$ cat src/rtl/simple_average_filter_pkg.sv
// Shared defaults and helpers for the moving-average filter.
package simple_average_filter_pkg;

    localparam int DEFAULT_DATA_WIDTH  = 12;
    localparam int DEFAULT_WINDOW_SIZE = 16;

    // Exact log2 of a power of two; non-powers return 0 and are rejected by the top.
    function automatic int log2_pow2(input int n);
        int r;
        r = 0;
        for (int i = 0; i < 31; i++) begin
            if ((1 << i) == n) begin
                r = i;
            end
        end
        return r;
    endfunction

endpackage

$ cat src/rtl/avg_delay_line.sv
// Circular delay line of the last WINDOW_SIZE samples; oldest_o is the entry about to be overwritten.
module avg_delay_line
    import simple_average_filter_pkg::*;
#(
    parameter int DATA_WIDTH  = DEFAULT_DATA_WIDTH,
    parameter int WINDOW_SIZE = DEFAULT_WINDOW_SIZE,
    parameter int PTR_W       = log2_pow2(WINDOW_SIZE)
) (
    input  logic                         clk,
    input  logic                         rst,
    input  logic signed [DATA_WIDTH-1:0] wr_data_i,
    output logic signed [DATA_WIDTH-1:0] oldest_o
);

    logic signed [DATA_WIDTH-1:0] mem_q [WINDOW_SIZE];
    logic        [PTR_W-1:0]      ptr_q;
    logic        [PTR_W-1:0]      ptr_d;

    always_comb begin
        ptr_d = ptr_q + PTR_W'(1);
        if (ptr_q == PTR_W'(WINDOW_SIZE - 1)) begin
            ptr_d = '0;
        end
    end

    always_ff @(posedge clk) begin
        if (rst) begin
            for (int i = 0; i < WINDOW_SIZE; i++) begin
                mem_q[i] <= '0;
            end
            ptr_q <= '0;
        end else begin
            mem_q[ptr_q] <= wr_data_i;
            ptr_q        <= ptr_d;
        end
    end

    // The slot under the write pointer holds the sample captured WINDOW_SIZE edges ago.
    assign oldest_o = mem_q[ptr_q];

endmodule

$ cat src/rtl/simple_average_filter.sv
// Moving average over WINDOW_SIZE signed samples using a running-sum accumulator.
// Define SIMPLE_AVERAGE_FILTER_ROUND_EN for round-half-up output instead of floor.
module simple_average_filter
    import simple_average_filter_pkg::*;
#(
    parameter int DATA_WIDTH  = DEFAULT_DATA_WIDTH,
    parameter int WINDOW_SIZE = DEFAULT_WINDOW_SIZE
) (
    input  logic                         clk,
    input  logic                         rst,
    input  logic signed [DATA_WIDTH-1:0] data_in,
    output logic signed [DATA_WIDTH-1:0] data_out
);

    localparam int LOG2W = log2_pow2(WINDOW_SIZE);
    localparam int ACC_W = DATA_WIDTH + LOG2W;

    if (WINDOW_SIZE < 2 || (WINDOW_SIZE & (WINDOW_SIZE - 1)) != 0) begin : g_bad_window
        $error("simple_average_filter: WINDOW_SIZE must be a power of two >= 2");
    end

    logic signed [DATA_WIDTH-1:0] oldest;
    logic signed [ACC_W-1:0]      new_ext;
    logic signed [ACC_W-1:0]      old_ext;
    logic signed [ACC_W-1:0]      sum_q;
    logic signed [ACC_W-1:0]      sum_d;

    avg_delay_line #(
        .DATA_WIDTH (DATA_WIDTH),
        .WINDOW_SIZE(WINDOW_SIZE),
        .PTR_W      (LOG2W)
    ) u_delay_line (
        .clk      (clk),
        .rst      (rst),
        .wr_data_i(data_in),
        .oldest_o (oldest)
    );

    assign new_ext = {{LOG2W{data_in[DATA_WIDTH-1]}}, data_in};
    assign old_ext = {{LOG2W{oldest[DATA_WIDTH-1]}}, oldest};
    assign sum_d   = sum_q + new_ext - old_ext;

    always_ff @(posedge clk) begin
        if (rst) begin
            sum_q <= '0;
        end else begin
            sum_q <= sum_d;
        end
    end

`ifdef SIMPLE_AVERAGE_FILTER_ROUND_EN
    // One extra bit so the half-LSB bias cannot overflow a full-scale sum.
    localparam logic signed [ACC_W:0] RND_BIAS = (ACC_W + 1)'(WINDOW_SIZE / 2);
    logic signed [ACC_W:0] rnd_sum;

    assign rnd_sum  = {sum_q[ACC_W-1], sum_q} + RND_BIAS;
    assign data_out = DATA_WIDTH'(rnd_sum >>> LOG2W);
`else
    assign data_out = DATA_WIDTH'(sum_q >>> LOG2W);
`endif

endmodule

$ cat config.mk
export PLATFORM = sky130hd
export DESIGN_NAME = simple_average_filter
export DESIGN_NICKNAME = d
export VERILOG_FILES = /design/src/rtl/simple_average_filter_pkg.sv /design/src/rtl/avg_delay_line.sv /design/src/rtl/simple_average_filter.sv
export SDC_FILE = /design/constraint.sdc
export NUM_CORES = 1
export LEC_CHECK = 0
export BUFFER_PORTS_ARGS = -buffer_cell sky130_fd_sc_hd__buf_2
export CORE_MARGIN = 2
export CORE_UTILIZATION = 70
export CTS_BUF_LIST = sky130_fd_sc_hd__clkbuf_8
export DETAILED_ROUTE_END_ITERATION = 8
export GPL_ROUTABILITY_DRIVEN = 0
export GPL_TIMING_DRIVEN = 0
export PLACE_DENSITY = 0.89
export SETUP_SLACK_MARGIN = 0.4
export SLEW_MARGIN = 5
export SYNTH_ARGS = -nofsm -noshare
export SYNTH_HDL_FRONTEND = slang
export SYNTH_SLANG_ARGS = --single-unit
$ cat constraint.sdc
create_clock -name clk -period 11.6 [get_ports clk]
set_input_delay 2.9 -clock clk [delete_from_list [all_inputs] [get_ports clk]]
set_output_delay 2.9 -clock clk [all_outputs]
set_load 0.02 [all_outputs]
After elaboration in Yosys (flattened, before gate mapping)
Memories as Yosys holds them, arrays and structs flattened. A register that Yosys moved wholly into a read port is not among the register bits.
Cells that the tools add are included.
Storage, ports and cells
  memory bits (writable): 192
  word-level logic and storage cells: 16
  bits of input ports: 14
  memories: 1
  register bits after elaboration: 20
  output and inout port bits: 12
Operators by class
  $add $sub $neg: 3
  reduce and logical (&&, ||, !) cells: 2
  muxes and demuxes: 7
  equality and inequality tests: 1
Memory list
  u_delay_line.mem_q: words 16, bits a word 12, read ports 1, clocked after Yosys merged registers in 1, wr ports 16, RTL line avg_delay_line.sv:15  | logic signed [DATA_WIDTH-1:0] mem_q [WINDOW_SIZE];
Operators by type and width (number)
  adder 16 x 12 -> 16 bit: 1
  subtractor 16 x 12 -> 16 bit: 1
  two-way mux 12 bit: 1
  OR reduction 12 bit: 1
  two-way mux 4 bit: 2
  adder 4 x 1 -> 4 bit, second input constant: 1
  equality test 4 bit, second input constant: 1
  two-way mux 1 bit: 4
  OR reduction 2 bit: 1

Depth between registers and ports, before layout
Gate-level depths: netlist of the first run.
  word-level depth: 3
  gate-level depth with buffers: 14

Hierarchy
A second synthesis of the first run with hierarchy kept.
Second synthesis, totals
  cell total of the unflattened synthesis: 800
  area total of the unflattened synthesis: 10766.6 µm²
By module, submodules not included
  avg_delay_line: cells each 580, seq. area each 5845.6 µm², instances 1, area an instance 8976.1 µm²
  simple_average_filter: cells each 220, seq. area each 320.3 µm², instances 1, area an instance 1790.5 µm²

Worst setup path before layout of the first run
OpenSTA, ideal clock, no wires.
  kind: input-to-reg
  from: input data_in[11]
  to: register sum_q[14]
  required time: 11.479 ns
  cell stages on the path: 10
  path slack: 6.000 ns
  arrival: 5.479 ns
  path buffers: 1
  setup time: 0.121 ns
  cells stage by stage: clkinv_1 buf_1 fa_1 inv_1 ha_1 and2_1 and3_1 a221o_1 a31oi_1 mux2_2
On the way
  cells in the longest elaborated chain, start to end: 2
RTL lines
  from (decl): RTL line simple_average_filter.sv:11  | input logic signed [DATA_WIDTH-1:0] data_in,
  adder 16 x 12 -> 16 bit: RTL line simple_average_filter.sv:41  | assign sum_d = sum_q + new_ext - old_ext;
  subtractor 16 x 12 -> 16 bit: RTL line simple_average_filter.sv:41
  to (signal assigned): RTL line simple_average_filter.sv:47  | sum_q <= sum_d;
  to (decl): RTL line simple_average_filter.sv:25  | logic signed [ACC_W-1:0] sum_q;
Every way passes these cells.
A chain may end at the register's enable or synchronous reset.

Worst setup path after layout of the first run
  from: input data_in[2]
  to: register sum_q[12]
The elaborated chain is that of the path after synthesis.

==> impl_results.md, run 1 <==
- Status: finished, final reports clean
- Worst hold stages: 3
- Chain of cells forming the critical path: buf_2 -> clkinv_1 -> clkbuf_1 -> fa_1 -> inv_1 -> ha_1 -> nor2b_1 -> o21bai_1 -> a31oi_1 -> a221oi_1 -> mux2_2
- Xor/xnor share of the synthesized area: less than 1%
- Clock skew: around 0.035 ns
- Largest family of logic cells by synthesized area: multiplexers
- Cell Area, Placed: ~11000 um2
- Yosys reg bits: between 200 and 250
- Dpl hpwl: 20.1 mm
- DR iter-0 viols: roughly 1400
- Yosys cell types: 42
- GRT Resource Usage Total: approximately two fifths
- CP Data Arrival Time: approximately 6.3 ns
- Largest net degree at the start of global routing: 16
- Clk buf depth: 3
- Most common cell after layout, fill and taps aside: edfxtp_1
- Core ar.: around 15000 um2
- Final period utilization: between 50% and 60%
- Clock root buffer: clkbuf_8
- Die height: between 100 and 150 um
- CTS tree: done
- RSZ-0062 raised after global routing: false
- Compound-cell area share of the yosys netlist: 3.33%
- Crit-path max FO: 10
- Simple-gate share of the synthesized area: approximately an eighth
- Mean Syn Cell Area: 13.5 um2
- YS warnings: 0
- Post-cts resize count: 0
- Asr flop ratio synth: 0%
- Vias in the first global route: about 8000
- Initial Utilization: 72.2%
- Leakage: about 4.2 nW
- Max Fclk: about 170 MHz
- Fin area: 11600 um2
- Slew of the pin with the lowest slew margin: between 1 and 1.5 ns
- Relative slew slack: 33.3%
- Largest stage delay, worst path: between 0.6 and 0.7 ns
- Ys flop type: edfxtp_1
- Number of vias per cell: about 7.4
- Via count of the routed design: 7807
- Crit start category: input port
- Commonest cells after routing, fill and taps aside: edfxtp_1 (192), nor3_1 (146), clkbuf_1 (62)
- Antenna diode instance count: 0
- Post-CTS Setup Bufs: 0
- Place WS: ~5.3 ns
- Clock Latency Late Sink: around 0.55 ns
- Post-route setup TNS: 0 ns
- Max H-tree Level: 2
- Die area: about 16000 um2
- Synthesized area: 10600 um2
- Mapped Cells: ~780
- VDD IR max: between 0.15 and 0.2 mV
- Tightest Hold Check Type: reg -> reg
- Setup slack after layout: roughly 5.7 ns
- Register area share after synthesis: between 50% and 60%
- Post-route ant nets: 0
- Row cnt: 44
- Worst-path clk slew: around 0.060 ns
- WL/cell: ~29 um
- Setup violators final: 0
- CP max-delay cell: fa_1
- CTS Sinks: roughly 210
- DIE WIDTH: about 130 um
- WP data required: around 12 ns
- Number of flops mapped to enable cells by yosys: 192
- Synth Net Count: 834
- DRC Markers: 0
- Fraction of layout cells with a size suffix above 1: about a fifth
- Number of buffers created by CTS: 36
- Worst R2R Path Depth: 11
- CP endpoint kind: register
- Critical path type: in -> reg
- PwrDens: ~200 nW/um2
- Input/output buffers: 24
- Adder-cell share of the synthesized area: under 10%
- Slew Limit Fails: 0
- Tmin final: ~5.9 ns
- Final hold violations: 0
- Syn-to-layout area delta: 10.1%
- Max-cap violations: 0
- Nets@finish: 896
- WL final: roughly 30 mm
- I/O Pins: 26
- GRT overflow: 0
- Min Hold Slack: ~0.65 ns
- Cts hold-fix bufs: 0
- DRT Pass-1 Iters: 7
- Mux cell area share after synthesis: 13.5%
- First-pass GRT wire length: 45.4 mm
- Initial antenna violation count: 1
==> through the flow <==
stage	instances	utilization, %	power, mW
finish	1058	79.4	2.31
global route	1058	79.4	2.39
global placement	992	74.6	1.58
CTS	1058	79.4	2.28
detailed placement	992	74.6	1.62
floorplan	784	-	1.45
==> synth_stat cells (6+ instances only) <==
master	count	area, um2
a21o_1	13	97.6
a21oi_1	12	60.1
buf_1	10	37.5
buf_2	6	30.0
buf_4	12	90.1
clkbuf_1	62	233
clkinv_1	11	41.3
dfxtp_1	20	400
edfxtp_1	192	5770
fa_1	15	300
ha_1	21	263
inv_1	51	191
mux2_2	7	78.8
mux4_2	60	1350
nand2_1	11	41.3
nand2b_1	8	50.1
nor2_1	17	63.8
nor2b_1	13	81.3
nor3_1	146	731
nor4_1	48	300
o21ai_0	9	45.0
xnor2_1	6	52.6
==> critical path: cells and delay by family <==
kind	cells	cell delay, ns
adder cells (fa/ha/maj)	2	0.98
buffers and inverters	4	0.95
AO/OA/AOI/OAI	3	0.90
multiplexers	1	0.37
AND/OR/NAND/NOR	1	0.17
==> worst paths after layout <==
path	from	endpoint	slack (ns)
worst min register to register	sum_q[15]	sum_q[15]	0.65
worst min-delay path	sum_q[15]	sum_q[15]	0.65
worst max register to register	u_delay_line.ptr_q[1]	sum_q[8]	6.85
worst max-delay path	data_in[2]	sum_q[12]	5.74
==> flip-flops by register name, indices dropped and copies added, names as in the netlist <==
register            cells
sum_q                  16
u_delay_line.mem_q    192
u_delay_line.ptr_q      4
==> report_power, final <==
| part | total, mW | switching, mW | internal [mW] |
|---|---|---|---|
| clock | 0.679 | 0.315 | 0.364 |
| sequential | 0.918 | 0.0223 | 0.896 |
| combinational | 0.714 | 0.419 | 0.295 |
==> per-layer routing <==
layer	GRT usage [%]	wire, um	part of all wire (%)
met3	16.1	4850	16
met4	18.3	1830	6.1
met1	48.0	9460	31
met5	0	85	0.28
met2	60.5	14000	46
==> final cells by class <==
class	instances	area, um2
fill	822	3010
buffer	92	413
multi-input combinational	418	3760
tap	184	230
clock inverter	26	164
clock buffer	40	551
sequential	212	6170
inverter	62	233
timing repair buffer	24	120
==> logic make-up (layout without fill, tap and decap cells) <==
kind of cell,Yosys count,after routing
AO/OA/AOI/OAI,52,52
XOR/XNOR,8,8
adder cells (fa/ha/maj),36,36
buffers and inverters,154,244
flip-flops,212,212
multiplexers,67,67
AND/OR/NAND/NOR,255,255
Power figures use the tool's default switching activity.
==> run 2: changes to the inputs <==
--- a/config.mk
+++ b/config.mk
@@ -5,14 +5,15 @@
 export SDC_FILE = /design/constraint.sdc
 export NUM_CORES = 1
 export LEC_CHECK = 0
+export ABC_AREA = 1
 export BUFFER_PORTS_ARGS = -buffer_cell sky130_fd_sc_hd__buf_2
 export CORE_MARGIN = 2
-export CORE_UTILIZATION = 70
+export CORE_UTILIZATION = 59
 export CTS_BUF_LIST = sky130_fd_sc_hd__clkbuf_8
 export DETAILED_ROUTE_END_ITERATION = 8
 export GPL_ROUTABILITY_DRIVEN = 0
 export GPL_TIMING_DRIVEN = 0
-export PLACE_DENSITY = 0.89
+export PLACE_DENSITY = 0.8
 export SETUP_SLACK_MARGIN = 0.4
 export SLEW_MARGIN = 5
 export SYNTH_ARGS = -nofsm -noshare
==> constraint.sdc (replaced) <==
create_clock -name clk -period 5.1 [get_ports clk]
set_input_delay 1.275 -clock clk [delete_from_list [all_inputs] [get_ports clk]]
set_output_delay 1.275 -clock clk [all_outputs]
set_load 0.02 [all_outputs]
==> run 2 against run 1 <==
Area after synthesis is the same. Critical endpoint is now sum_q[8]. Power rose by 120%. First-iteration DRC count is 2.2% lower. Final cell count rose by 38%. Non-clock buffer count is 1 lower. Core utilization is 13 points lower. Count of clock-buffer cells in the layout is 3 lower. Largest cell class unchanged. Clock skew decreased by 0.014 ns. Flip-flop and latch count unchanged. Critical path type is now reg -> reg.
==> impl_results.md, run 2 <==
- Die height: 138 um (was 127 um)
- Nets@finish: 1259 (was 896)
- Place WS: 1.06 ns (was 5.34 ns)
- FF-to-FF Start: u_delay_line.ptr_q[0] (was u_delay_line.ptr_q[1])
- Antenna diode instance count: 0 (unchanged)
- Fraction of layout cells with a size suffix above 1: 10.8% (was 19.0%)
- CP Data Arrival Time: 4.20 ns (was 6.27 ns)
- WP data required: 5.52 ns (was 12.01 ns)
- CTS tree: done (unchanged)
- Largest net degree at the start of global routing: 14 (was 16)
- Register area share after synthesis: 58.3% (unchanged)
- Yosys reg bits: 212 (unchanged)
- Vias in the first global route: 8181 (was 7888)
- DRC Markers: 0 (unchanged)
- Largest stage delay, worst path: 0.63 ns (was 0.65 ns)
- Fill cell count: 1388 (was 822)
- Crit start category: register (was input port)
- Die area: 19000 um2 (was 16100 um2)
- Initial Utilization: 60.7% (was 72.2%)
- Number of buffers created by CTS: 35 (was 36)
- GRT overflow: 0 (unchanged)
- Synth area leader: edfxtp_1 (unchanged)
- DIE WIDTH: 138 um (was 127 um)
- Input/output buffers: 25 (was 24)
- Setup violators final: 0 (unchanged)
- Slew of the pin with the lowest slew margin: 0.944 ns (was 1.00 ns)
- CTS Sinks: 212 (unchanged)
- Cts hold-fix bufs: 0 (unchanged)
- Via count of the routed design: 8652 (was 7807)
- Synth top area cells: edfxtp_1 (55%), nor2_1 (12%), o21ai_0 (5.9%) (was edfxtp_1 (55%), mux4_2 (13%), nor3_1 (6.9%))
- Final hold violations: 0 (unchanged)
- CP max-delay cell: clkbuf_1 (was fa_1)
- Crit-path max FO: 10 (unchanged)
- Most used cell, CP: o21ai_0
- Synth Net Count: 1188 (was 834)
- Row cnt: 48 (was 44)
- Synthesized area: 10600 um2 (unchanged)
- Setup slack after layout: 1.32 ns (was 5.74 ns)
- I/O Pins: 26 (unchanged)
- Regs by FF count: u_delay_line.mem_q (192), sum_q (16), u_delay_line.ptr_q (4) (unchanged)
- Asr flop ratio synth: 0% (unchanged)
- Max-cap violations: 0 (unchanged)
- Worst hold stages: 3 (unchanged)
- Hold EP: sum_q[15] (unchanged)
- RSZ-0062 raised after global routing: false (unchanged)
- Cell family with the largest share of critical-path delay: adder cells (unchanged)
- Worst-path clk slew: 0.07 ns (was 0.06 ns)
- GRT Resource Usage Total: 32.4% (was 38.9%)
- Chain of cells forming the critical path: buf_4 -> clkbuf_1 -> o21ai_0 -> o21ai_0 -> nand2_1 -> nand4_1 -> fa_1 -> fa_1 -> inv_1 -> nand3_1 -> nand3_1 -> a21oi_1 -> o21ai_0 -> a21oi_1 (was buf_2 -> clkinv_1 -> clkbuf_1 -> fa_1 -> inv_1 -> ha_1 -> nor2b_1 -> o21bai_1 -> a31oi_1 -> a221oi_1 -> mux2_2)
- Post-route ant nets: 0 (unchanged)
- Status: finished, final reports clean (unchanged)
- Most common cell in the netlist: nor2_1 (was edfxtp_1)
- Ys flop type: edfxtp_1 (unchanged)
- Critical path type: reg -> reg (was in -> reg)
- Tightest Hold Check Type: reg -> reg (unchanged)
- Reg2reg end: sum_q[8] (unchanged)
- Max H-tree Level: 2 (unchanged)
- Leakage: 4.97 nW (was 4.17 nW)
- DR iter-0 viols: 1362 (was 1393)
- Final period utilization: 74.2%
- Slew Limit Fails: 0 (unchanged)
- DRT Pass-1 Iters: 6 (was 7)
- Yosys cell types: 28 (was 42)
- Worst R2R Path Depth: 14 (was 11)
- Commonest cells after routing, fill and taps aside: nor2_1 (338), edfxtp_1 (192), nand2_1 (143) (was edfxtp_1 (192), nor3_1 (146), clkbuf_1 (62))
- Worst Path Buf+Inv: 3 (was 4)
- Yosys top cell area share: 54.6% (unchanged)
- Post-route setup TNS: 0 ns (unchanged)
- Max Fclk: 264 MHz
- Post-CTS Setup Bufs: 0 (unchanged)
- YS warnings: 0 (unchanged)
- Clock skew: 0.0206 ns (was 0.0347 ns)
- PwrDens: 436 nW/um2 (was 199 nW/um2)
- First-pass GRT wire length: 44.9 mm (was 45.4 mm)
- VDD IR max: 0.254 mV (was 0.157 mV)
- Reg-to-reg setup timing slack: 1.32 ns (was 6.85 ns)
- CP endpoint kind: register (unchanged)
- Initial antenna violation count: 0 (was 1)
- Relative slew slack: 37.1% (was 33.3%)
- Core ar.: 17400 um2 (was 14600 um2)
- WL final: 29.4 mm (was 30.2 mm)
- Number of flops mapped to enable cells by yosys: 192 (unchanged)
- Most frequent cells after synthesis: nor2_1 (338), edfxtp_1 (192), nand2_1 (143), o21ai_0 (125), inv_1 (90) (was edfxtp_1 (192), nor3_1 (146), clkbuf_1 (62), mux4_2 (60), inv_1 (51))
- Post-cts resize count: 0 (unchanged)
- Most common cell after layout, fill and taps aside: nor2_1 (was edfxtp_1)
- Largest Register: u_delay_line.mem_q (unchanged)
- WL/cell: 20.2 um (was 28.5 um)
- Finished Core Util: 66.9% (was 79.4%)
- Number of vias per cell: 5.94 (was 7.38)
- Largest register FFs: 192 (unchanged)
- Worst Hold Launch: sum_q[15] (unchanged)
- Clock root buffer: clkbuf_8 (unchanged)
- Clock Latency Late Sink: 0.55 ns (about the same)
- Syn-to-layout area delta: 10.3% (was 10.1%)
- Dpl hpwl: 20.4 mm (was 20.1 mm)
- Clk buf depth: 3 (unchanged)
- Tmin final: ~3.8 ns
- Mean Syn Cell Area: 9.29 um2 (was 13.5 um2)
- Mapped Cells: 1138 (was 784)
run 2: cells by family (layout without fill, tap and decap cells):
family | after synthesis | count (layout) | share of synthesized area (%)
adder cells (fa/ha/maj) | 36 | 36 | 5.33
XOR/XNOR | 3 | 3 | 0.249
flip-flops | 212 | 212 | 58.3
AO/OA/AOI/OAI | 177 | 177 | 8.74
AND/OR/NAND/NOR | 524 | 524 | 19.4
buffers and inverters | 186 | 280 | 7.90
run 2: final cells by class:
cell class	count	area (um2)	area share [%]
clock buffer	37	509	4.37
clock inverter	23	96.3	0.827
multi-input combinational	740	3570	30.6
tap	225	282	2.42
sequential	212	6170	52.9
inverter	105	394	3.38
timing repair buffer	34	196	1.69
buffer	81	440	3.78
run 2: worst max path at each step:
stage                               start         to  slack, ns  cells past startpoint
global placement               data_in[4]  sum_q[10]       1.06                     15
CTS                 u_delay_line.ptr_q[0]   sum_q[8]       1.49                     14
finish              u_delay_line.ptr_q[0]   sum_q[8]       1.32                     14
global route        u_delay_line.ptr_q[1]   sum_q[8]       1.21                     15
detailed placement             data_in[4]  sum_q[10]       1.06                     15
floorplan                     data_in[11]  sum_q[13]       1.72                     13
run 2: stage by stage:
step           cell area [um2]  cells  power [mW]  hold WS [ns]
2_1_floorplan            10600   1138        3.32         0.573
3_3_place_gp             11000   1388        3.68         0.596
3_5_place_dp             11000   1397        3.74         0.620
4_1_cts                  11700   1457        5.05         0.634
5_1_grt                  11700   1457        5.38         0.670
6_report                 11700   1457        5.08         0.625
run 2: power breakdown:
group	internal (mW)	total (mW)	leakage [nW]	switching [mW]
logic	0.559	1.65	2.45	1.09
registers	2.03	2.08	2.16	0.0486
clock network	0.669	1.35	0.359	0.679
run 2: worst min-delay path: stages, from the launching register on:
cell and delay (ns):
dfxtp_1 0.34, xor2_1 0.09, nor2_1 0.10, nor2_1 0.05
run 2: per-layer routing:
metal / GRT usage, % / wire, um / vias to the layer above / share of wire [%]
met1: 45.0 / 11300 / 4050 / 38
met5: 0 / 0 / - / 0
met2: 48.8 / 13100 / 613 / 45
met3: 7.14 / 3710 / 106 / 13
met4: 15.4 / 1330 / 0 / 4.5
li1: - / - / 3883 / -
==> run 3: changes to the inputs <==
==> constraint.sdc (replaced) <==
create_clock -name clk -period 3.4 [get_ports clk]
set_input_delay 0.85 -clock clk [delete_from_list [all_inputs] [get_ports clk]]
set_output_delay 0.85 -clock clk [all_outputs]
set_load 0.02 [all_outputs]
==> run 3 against run 2 <==
Power grew 70%. Clock skew rose by 0.00073 ns. Count of clock-buffer cells in the layout unchanged. Via count rose by 4.8%. Design area up 7.5%. Largest power group is now combinational logic. Critical path type unchanged. Final cell count is 1.4% higher.
==> impl_results.md, run 3 (same netlist as run 2, synthesis figures left out) <==
- Met2 Resource Use GR: 51.3% (was 48.8%)
- Initial antenna violation count: 0 (unchanged)
- Number of buffers created by CTS: 35 (unchanged)
- CP endpoint kind: register (unchanged)
- Tmin final: 3.19 ns (was 3.78 ns)
- WP data required: 3.85 ns (was 5.52 ns)
- Input/output buffers: 25 (unchanged)
- Reg-to-reg setup timing slack: 0.21 ns (was 1.32 ns)
- Max Fclk: 313 MHz (was 264 MHz)
- Leakage: 5.27 nW (was 4.97 nW)
- GRT met3 Usage: 8.35% (was 7.14%)
- Worst-path clk slew: 0.07 ns (about the same)
- Core ar.: 17400 um2 (unchanged)
- Tightest Hold Check Type: in -> reg (was reg -> reg)
- Place WS: -0.218 ns (was 1.06 ns)
- Max-cap violations: 0 (unchanged)
- DRC Markers: 0 (unchanged)
- DIE WIDTH: 138 um (unchanged)
- Clock root buffer: clkbuf_8 (unchanged)
- Min Hold Slack: 0.566 ns (was 0.625 ns)
- Fill cell count: 1210 (was 1388)
- Largest net degree at the start of global routing: 14 (unchanged)
- GR peak layer: met2 (unchanged)
- Vias in the first global route: 8573 (was 8181)
- Crit-path max FO: 6 (was 10)
- GRT Resource Usage Total: 34.2% (was 32.4%)
- Setup slack after layout: 0.209 ns (was 1.32 ns)
- Met1 Resource Use GR: 46.4% (was 45.0%)
- Commonest cells after routing, fill and taps aside: nor2_1 (323), edfxtp_1 (192), nand2_1 (123) (was nor2_1 (338), edfxtp_1 (192), nand2_1 (143))
- CTS Sinks: 212 (unchanged)
- Syn-to-layout area delta: 18.6% (was 10.3%)
- Final period utilization: 93.9% (was 74.2%)
- Slew of the pin with the lowest slew margin: 0.968 ns (was 0.944 ns)
- Critical path type: reg -> reg (unchanged)
- Nets@finish: 1280 (was 1259)
- Most used cell, CP: nand2_1 (was o21ai_0)
- Dpl hpwl: 20.4 mm (unchanged)
- I/O Pins: 26 (unchanged)
- Crit start category: register (unchanged)
- DRT Pass-1 Iters: 7 (was 6)
- Slew Limit Fails: 0 (unchanged)
- Relative slew slack: 35.5% (was 37.1%)
- Antenna diode instance count: 0 (unchanged)
- CP max-delay cell: fa_1 (was clkbuf_1)
- Most common cell after layout, fill and taps aside: nor2_1 (unchanged)
- Die height: 138 um (unchanged)
- CTS tree: done (unchanged)
- Fraction of layout cells with a size suffix above 1: 22.3% (was 10.8%)
- Number of vias per cell: 6.14 (was 5.94)
- Largest Register: u_delay_line.mem_q (unchanged)
- WL final: 31.6 mm (was 29.4 mm)
- Setup violators final: 0 (unchanged)
- Clock Latency Late Sink: 0.55 ns (about the same)
- Final hold violations: 0 (unchanged)
- PwrDens: 690 nW/um2 (was 436 nW/um2)
- Worst Path Buf+Inv: 5 (was 3)
- DR iter-0 viols: 1475 (was 1362)
- Initial Utilization: 60.7% (unchanged)
- GRT overflow: 0 (unchanged)
- Row cnt: 48 (unchanged)
- Clock skew: 0.0213 ns (was 0.0206 ns)
- Clk buf depth: 3 (unchanged)
- Post-route ant nets: 0 (unchanged)
- Largest register FFs: 192 (unchanged)
- Die area: 19000 um2 (unchanged)
- Status: finished, final reports clean (unchanged)
- Largest stage delay, worst path: 0.57 ns (was 0.63 ns)
- VDD IR max: 0.411 mV (was 0.254 mV)
- First-pass GRT wire length: 47.3 mm (was 44.9 mm)
- Cell family with the largest share of critical-path delay: simple AND/OR/NAND/NOR gates (was adder cells)
- RSZ-0062 raised after global routing: true (was false)
- Chain of cells forming the critical path: buf_6 -> clkinvlp_4 -> buf_12 -> buf_8 -> o21ai_1 -> o22ai_1 -> nand2_1 -> nand4_1 -> fa_1 -> inv_2 -> ha_4 -> nand2_2 -> nor2_1 -> nand2_4 -> nand2_4 -> nand2_1 -> nand2_1 -> nand2_1 -> nand2_1 -> nor2_1 (was buf_4 -> clkbuf_1 -> o21ai_0 -> o21ai_0 -> nand2_1 -> nand4_1 -> fa_1 -> fa_1 -> inv_1 -> nand3_1 -> nand3_1 -> a21oi_1 -> o21ai_0 -> a21oi_1)
- Via count of the routed design: 9070 (was 8652)
- CP Data Arrival Time: 3.64 ns (was 4.20 ns)
- WL/cell: 21.4 um (was 20.2 um)
- Regs by FF count: u_delay_line.mem_q (192), sum_q (16), u_delay_line.ptr_q (4) (unchanged)
- Max H-tree Level: 2 (unchanged)
run 3: worst paths after layout:
kind                          from  depth (start not counted)               endpoint
max          u_delay_line.ptr_q[1]                         20              sum_q[15]
min                            rst                          2  u_delay_line.ptr_q[2]
max reg2reg  u_delay_line.ptr_q[1]                         20              sum_q[15]
min reg2reg  u_delay_line.ptr_q[3]                          2  u_delay_line.ptr_q[3]
run 3: metrics by stage:
step	cell area, um2	setup TNS, ns	cells	power, mW	util, %
CTS	12300	0	1473	8.15	70.4
detailed placement	11000	-1.90	1397	5.60	63.4
global placement	11000	-1.49	1388	5.52	63.0
finish	12500	0	1478	8.65	71.9
floorplan	10600	0	1138	4.98	-
global route	12500	0	1478	9.02	71.9
run 3: per-layer routing:
metal  share of wire, %  vias up
met2                 46      738
met1                 36     4271
li1                   -     3924
met3                 13      137
met4                5.2        0
met5                  0        -
run 3: power breakdown:
part	switching (mW)	leakage [nW]	total, mW	internal [mW]
registers	0.0808	2.17	3.13	3.05
logic	2.13	2.75	3.48	1.35
clock network	1.04	0.359	2.04	1.00
run 3: area by class of cell:
cell class / instances / area (um2) / share of cell area (%)
Sequential cell: 212 / 6170 / 49.3
Multi-Input combinational cell: 740 / 4080 / 32.6
Buffer: 81 / 584 / 4.66
Clock buffer: 37 / 509 / 4.06
Timing Repair Buffer: 55 / 403 / 3.22
Inverter: 105 / 402 / 3.21
Tap cell: 225 / 282 / 2.25
Clock inverter: 23 / 96.3 / 0.769
run 3: what timing repair did:
item	4_1_cts	5_1_grt
pin swaps	29	48
gates cloned	3	1
setup endpoints to repair	15	14
resized for setup	146	91
hold buffers	0	0
setup buffers	13	4
